--- config.mk ---
export PLATFORM = sky130hd
export DESIGN_NAME = fifo_burst_reader
export DESIGN_NICKNAME = d
export VERILOG_FILES = /design/src/rtl/fifo_burst_reader_pkg.sv /design/src/rtl/fifo_burst_reader_burst_out_buf.sv /design/src/rtl/fifo_burst_reader.sv
export SDC_FILE = /design/constraint.sdc
export NUM_CORES = 1
export LEC_CHECK = 0
export CAP_MARGIN = 40
export CORE_ASPECT_RATIO = 2
export CORE_MARGIN = 1.5
export CORE_UTILIZATION = 46
export CTS_BUF_LIST = sky130_fd_sc_hd__clkbuf_16
export CTS_CLUSTER_SIZE = 16
export DETAILED_ROUTE_END_ITERATION = 10
export PLACE_DENSITY_LB_ADDON = 0.12
export SLEW_MARGIN = 30
export SYNTH_ARGS = -nofsm -noshare
export SYNTH_HDL_FRONTEND = slang
export SYNTH_SLANG_ARGS = --single-unit
export TNS_END_PERCENT = 1
--- constraint.sdc ---
create_clock -name clk -period 3.2 [get_ports clk]
set_input_delay 0.64 -clock clk [delete_from_list [all_inputs] [get_ports clk]]
set_output_delay 0.64 -clock clk [all_outputs]
set_load 0.02 [all_outputs]
--- src/rtl/fifo_burst_reader_pkg.sv ---
// rtl/fifo_burst_reader_pkg.sv - state encoding and timing constants shared by the burst reader
package fifo_burst_reader_pkg;

    typedef enum logic [2:0] {
        ST_IDLE   = 3'd0,
        ST_FLUSH  = 3'd1,
        ST_ARM    = 3'd2,
        ST_BURST  = 3'd3,
        ST_SETTLE = 3'd4,
        ST_DRAIN  = 3'd5,
        ST_FIN    = 3'd6
    } state_t;

    localparam int SETTLE_CYCLES = 2;
    localparam int FLUSH_CYCLES  = 2;
    localparam int RD_LAT        = 1;

endpackage

--- src/rtl/fifo_burst_reader_burst_out_buf.sv ---
// rtl/fifo_burst_reader_burst_out_buf.sv - 2-entry register buffer between FIFO read data and the output stream
module burst_out_buf #(
    parameter int DATA_W = 128
) (
    input  logic              clk,
    input  logic              rst,
    input  logic              push,
    input  logic [DATA_W-1:0] push_data,
    input  logic              push_last,
    input  logic              pop,
    output logic [1:0]        occ,
    output logic              head_valid,
    output logic [DATA_W-1:0] head_data,
    output logic              head_last
);

    logic [DATA_W-1:0] data0, data1;
    logic              last0, last1;
    logic [1:0]        occ_q;

    // Slot 0 is always the head; slot 1 only holds a word while slot 0 is occupied.
    always_ff @(posedge clk) begin
        if (rst) begin
            occ_q <= 2'd0;
            data0 <= '0;
            data1 <= '0;
            last0 <= 1'b0;
            last1 <= 1'b0;
        end else begin
            unique case (occ_q)
                2'd0: begin
                    if (push) begin
                        data0 <= push_data;
                        last0 <= push_last;
                        occ_q <= 2'd1;
                    end
                end
                2'd1: begin
                    if (push && pop) begin
                        data0 <= push_data;
                        last0 <= push_last;
                    end else if (push) begin
                        data1 <= push_data;
                        last1 <= push_last;
                        occ_q <= 2'd2;
                    end else if (pop) begin
                        occ_q <= 2'd0;
                    end
                end
                2'd2: begin
                    if (pop) begin
                        data0 <= data1;
                        last0 <= last1;
                        if (push) begin
                            data1 <= push_data;
                            last1 <= push_last;
                        end else begin
                            occ_q <= 2'd1;
                        end
                    end
                end
                default: occ_q <= 2'd0;
            endcase
        end
    end

    assign occ        = occ_q;
    assign head_valid = (occ_q != 2'd0);
    assign head_data  = data0;
    assign head_last  = head_valid && last0;

endmodule

--- src/rtl/fifo_burst_reader.sv ---
// rtl/fifo_burst_reader.sv - threshold-armed burst reader from the width-converting FIFO; BURST_READER_PERF_EN adds a stall counter
module fifo_burst_reader
    import fifo_burst_reader_pkg::*;
#(
    parameter int DATA_W    = 128,
    parameter int ADDR_BITS = 10,
    parameter int TOT_BITS  = 24
) (
    input  logic                 clk,
    input  logic                 rst,
    input  logic                 start,
    input  logic [TOT_BITS-1:0]  total_words,
    input  logic [ADDR_BITS:0]   burst_len,
    output logic                 busy,
    output logic                 done,
    output logic                 fifo_flush,
    output logic [ADDR_BITS:0]   fifo_m_count,
    input  logic                 fifo_m_ready,
    input  logic                 fifo_empty,
    output logic                 fifo_rd_en,
    input  logic [DATA_W-1:0]    fifo_dout,
    output logic                 m_valid,
    input  logic                 m_ready,
    output logic [DATA_W-1:0]    m_data,
    output logic                 m_last,
    output logic                 err_underflow
`ifdef BURST_READER_PERF_EN
    ,
    output logic [31:0]          perf_stall_cycles
`endif
);

    localparam int CW = ADDR_BITS + 1;
    localparam int MW = (TOT_BITS > CW) ? TOT_BITS : CW;

    state_t              state, state_nx;
    logic [1:0]          phase_cnt;
    logic [TOT_BITS-1:0] remaining;
    logic [CW-1:0]       burst_reg, burst_cnt, mc_next;
    logic [MW-1:0]       rem_w, brl_w;
    logic [RD_LAT-1:0]   rd_pipe, last_pipe;
    logic                inflight, inflight_last;
    logic [1:0]          occ;
    logic [2:0]          fill_nx;
    logic                pop, space, start_acc, rd_last;

    assign start_acc     = (state == ST_IDLE) && start;
    assign inflight      = rd_pipe[RD_LAT-1];
    assign inflight_last = last_pipe[RD_LAT-1];
    assign pop           = m_valid && m_ready;
    // Occupancy the buffer will hold next cycle if nothing new is requested now.
    assign fill_nx       = {1'b0, occ} + {2'b00, inflight} - {2'b00, pop};
    assign space         = (fill_nx < 3'd2);
    assign rd_last       = (remaining == TOT_BITS'(1));

    assign rem_w   = MW'(remaining);
    assign brl_w   = MW'(burst_reg);
    assign mc_next = CW'((rem_w < brl_w) ? rem_w : brl_w);

    always_ff @(posedge clk) begin
        if (rst) begin
            state <= ST_IDLE;
        end else begin
            state <= state_nx;
        end
    end

    always_comb begin
        state_nx = state;
        unique case (state)
            ST_IDLE:   if (start) state_nx = (total_words == '0) ? ST_FIN : ST_FLUSH;
            ST_FLUSH:  if (phase_cnt == 2'(FLUSH_CYCLES - 1)) state_nx = ST_ARM;
            ST_ARM:    if (fifo_m_ready) state_nx = ST_BURST;
            ST_BURST:  if (fifo_rd_en && burst_cnt == CW'(1))
                           state_nx = (remaining > TOT_BITS'(1)) ? ST_SETTLE : ST_DRAIN;
            ST_SETTLE: if (phase_cnt == 2'(SETTLE_CYCLES - 1)) state_nx = ST_ARM;
            ST_DRAIN:  if (!inflight && (occ == 2'd0 || (occ == 2'd1 && pop))) state_nx = ST_FIN;
            ST_FIN:    state_nx = ST_IDLE;
            default:   state_nx = ST_IDLE;
        endcase
    end

    always_comb begin
        busy       = (state != ST_IDLE) && (state != ST_FIN);
        done       = (state == ST_FIN);
        fifo_flush = (state == ST_FLUSH) && (phase_cnt == 2'd0);
        fifo_rd_en = (state == ST_BURST) && (burst_cnt != '0) && !fifo_empty && space;
    end

    always_ff @(posedge clk) begin
        if (rst) begin
            phase_cnt     <= 2'd0;
            remaining     <= '0;
            burst_reg     <= '0;
            burst_cnt     <= '0;
            fifo_m_count  <= '0;
            rd_pipe       <= '0;
            last_pipe     <= '0;
            err_underflow <= 1'b0;
        end else begin
            phase_cnt <= (state_nx != state) ? 2'd0 : phase_cnt + 2'd1;
            rd_pipe   <= RD_LAT'({rd_pipe, fifo_rd_en});
            last_pipe <= RD_LAT'({last_pipe, fifo_rd_en && rd_last});

            if (start_acc) begin
                remaining     <= total_words;
                burst_reg     <= (burst_len == '0) ? CW'(1) : burst_len;
                err_underflow <= 1'b0;
            end else if (fifo_rd_en && remaining != '0) begin
                remaining <= remaining - 1'b1;
            end

            if (state == ST_ARM && fifo_m_ready) begin
                burst_cnt <= fifo_m_count;
            end else if (fifo_rd_en) begin
                burst_cnt <= burst_cnt - 1'b1;
            end

            // Threshold is only refreshed on ARM entry so the FIFO sees it stable through BURST.
            if (state_nx == ST_ARM && state != ST_ARM) begin
                fifo_m_count <= mc_next;
            end

            if (state == ST_BURST && burst_cnt != '0 && fifo_empty) begin
                err_underflow <= 1'b1;
            end
        end
    end

    burst_out_buf #(
        .DATA_W(DATA_W)
    ) u_out_buf (
        .clk        (clk),
        .rst        (rst),
        .push       (inflight),
        .push_data  (fifo_dout),
        .push_last  (inflight_last),
        .pop        (pop),
        .occ        (occ),
        .head_valid (m_valid),
        .head_data  (m_data),
        .head_last  (m_last)
    );

`ifdef BURST_READER_PERF_EN
    logic stall;
    assign stall = ((state == ST_ARM) && !fifo_m_ready) ||
                   ((state == ST_BURST) && (burst_cnt != '0) && !space);

    always_ff @(posedge clk) begin
        if (rst) begin
            perf_stall_cycles <= '0;
        end else if (start_acc) begin
            perf_stall_cycles <= '0;
        end else if (stall && perf_stall_cycles != '1) begin
            perf_stall_cycles <= perf_stall_cycles + 32'd1;
        end
    end
`endif

endmodule

==> impl_metrics.yaml <==
power:
  p_per_area_mw_per_mm2: 469
  ir_drop_v: 0.000388
  power_mw: 8.66
  cellLeakagePower_nw: 7.10
place:
  hpwl_um: 28300
  gp_congestion: 0.938
  port_buffers: 314
critical_path:
  path_cells: "nand2b_4 > nor2_2 > buf_4 > fa_1 > xnor2_1 > nand3b_1 > a311o_1 > inv_2 > buf_4"
  critical_path_required_ns: 2.56
  crit_fanout: 4
  cp_data_arrival_time_ns: 2.44
  crit_top_cell: "buf_4"
  cp-start-kind: "flip-flop"
  reg2reg_from: "u_out_buf.occ[0]$_SDFFE_PP0P_"
  crit_buf_inv: 3
  worst_path_max_delay_cell: "fa_1"
  path_class: "flip-flop to output pin"
  r2r-end: "rem_w[0]$_SDFFE_PP0P_"
  cpPeakStageDelay_ns: 0.40
  ff2ff_setup_slack_ns: 0.42
  worst_r2r_path_depth: 11
  cpLargestDelayFamily: "adder cells"
  end_kind: "output pin"
synthesis:
  yosys_warnings: 0
  synth_edf_count: 0
  synth-async-reset-ratio_pct: 0
  yosysUniqueCellTypes: 66
  syn_area_sq_mm: 0.0138
  ys_seq_area_share_pct: 47.0
  synth_cells: 1635
  yosys_most_used_dff: "dfxtp_1"
  synthMostInstantiatedCell: "dfxtp_1"
  synth_top_cell_area_share_pct: 47.0
  syn-num-nets: 1822
  synth_top_area_cell: "dfxtp_1"
  synth.avg_cell_area_sq_um: 8.47
  synth_seq_cells: 325
  synth_area_leaders: "dfxtp_1 (47%), mux2i_1 (9.5%), nand2_1 (8.3%)"
  synth_common_cells: "dfxtp_1 (325), nand2_1 (307), nor2_1 (203), a21oi_1 (166), a211oi_1 (137)"
sta:
  slew_headroom_pct: 31.4
  setup_viol: 0
  post-route-min-period_ns: 3.08
  fmax_ghz: 0.325
  fin_skew_ns: 0.0129
  rsz0062_at_grt: "false"
  hold_viol: 0
  slew_violations: 0
  fin_crit_sh_pct: 96.1
  worst_pin_slew_ns: 1.03
  holdWs_ns: 0.453
clocking:
  h-tree-depth: 1
  clkTransAtPathRegs_ns: 0.07
  cts_inserted_buffers: 30
  hold_buffers: 0
  tritoncts: "done"
  cts_sinks: 325
  insertion_delay_ns: 0.56
  root_buffer: "clkbuf_16"
  clockBufferDepth: 3
routing:
  dr_total_vias: 12713
  wire_per_inst_um: 17.7
  vias_per_cell: 5.54
  dr.pass1.iters: 5
  drc: 0
  detail_route.iter0.violations: 616
  postRouteAntennaNets: 0
  routed_wirelength_um: 40600
hold_path:
  min_to: "u_out_buf.data1[101]$_SDFFE_PP0P_"
  hold_depth: 2
  min_from: "u_out_buf.data1[101]$_SDFFE_PP0P_"
  worstHoldPathType: "flip-flop to flip-flop"
floorplanning:
  row_count: 89
  core_area_sq_mm: 0.0295
  initial_core_util_pct: 46.9
  io_pins: 315
  die_w_um: 126
  dieArea_sq_mm: 0.0312
  die_h_um: 248
finish:
  syn2layout_area_growth_pct: 33.2
  nNetsFinal: 2092
  drive_gt1_share_pct: 5.56
run:
  cap_violations: 0
grt:
  grt_overflow: 0
  track_usage_pct: 24.8
  grt_pass1_vias: 12109
  grt_pass1_wl_um: 63200
  antenna_found_initial: 4
  grt_start_max_net_pins: 131
run_status:
  status: "complete, no violations"
[area by class of cell]
type,count,area [sq um]
repair buffers,368,3700
clock inverters,22,135
clock buffers,31,776
fillers,2570,11100
flip-flops and latches,325,6510
multi-input cells,1155,6770
inverters,25,93.8
well taps,364,455
diodes,4,10.0
[power by group]
group	switching, mW	internal (mW)
sequential	0.0985	4.12
clock	1.51	1.89
combinational	0.535	0.504
total	2.15	6.51
[cells in the final DEF (no fill, tap or decap), drive strengths merged, types with 17 or more instances in the layout]
cell / n
mux2i: 131
clkdlybuf4s50: 311
dfxtp: 325
ha: 17
a211oi: 137
o21ai: 18
clkbuf: 31
inv: 33
a21oi: 166
nor2: 204
nand2: 308
buf: 56
[routing by layer]
metal | track usage [%] | vias up | wire length, um | share of wire [%]
li1 | - | 6288 | - | -
met1 | 27.1 | 5978 | 15200 | 37
met2 | 46.9 | 351 | 21800 | 54
met3 | 2.58 | 94 | 1520 | 3.8
met4 | 13.1 | 2 | 2020 | 5.0
met5 | 0 | - | 11 | 0.027
[per-stage QoR]
step	TNS [ns]	util (%)	std cells	area, sq um	setup WS (ns)
6_report	0	62.5	2294	18400	0.125
5_1_grt	0	62.5	2293	18400	0.0323
4_1_cts	0	62.5	2290	18400	0.0680
3_5_place_dp	-7.89	59.4	2237	17500	-0.604
3_3_place_gp	-6.02	59.4	2237	17500	-0.581
2_1_floorplan	0	-	1635	13800	0.0908
[worst min-delay path, cell delays in order, from the launching register on]
cell and delay, ns:
dfxtp_1 0.31, nand2_1 0.05, a21oi_1 0.05
[timing repair]
action | CTS | global route
endpoints found under the hold margin | 0 | 0
buffers inserted | 0 | 0
pin swaps | 1 | 0
setup endpoints to repair | 1 | 1
gates resized for setup | 8 | 1
[kinds of logic (layout without fill, tap and decap cells)]
group / count (synthesis) / count (layout) / share of synthesized area, %
compound gates: 394 / 394 / 18.6
xor+xnor: 8 / 8 / 0.506
fa+ha+maj: 18 / 18 / 1.68
buf+inv: 155 / 446 / 4.39
flops: 325 / 325 / 47.0
mux: 131 / 131 / 9.47
other cells: 0 / 4 / 0
simple gates: 604 / 604 / 18.3
[how the worst max path moves through the flow]
stage | from | to | slack (ns) | cells after the start
final | u_out_buf.occ[0]$_SDFFE_PP0P_ | fifo_rd_en | 0.12 | 9
after global routing | u_out_buf.occ[0]$_SDFFE_PP0P_ | fifo_rd_en | 0.03 | 9
after CTS | u_out_buf.occ[0]$_SDFFE_PP0P_ | fifo_rd_en | 0.07 | 9
after detailed placement | m_ready | fifo_rd_en | -0.60 | 10
after global placement | m_ready | fifo_rd_en | -0.58 | 10
after floorplan | u_out_buf.occ[1]$_SDFFE_PP0P_ | rem_w[17]$_SDFFE_PP0P_ | 0.09 | 13
Power figures use the tool's default switching activity.
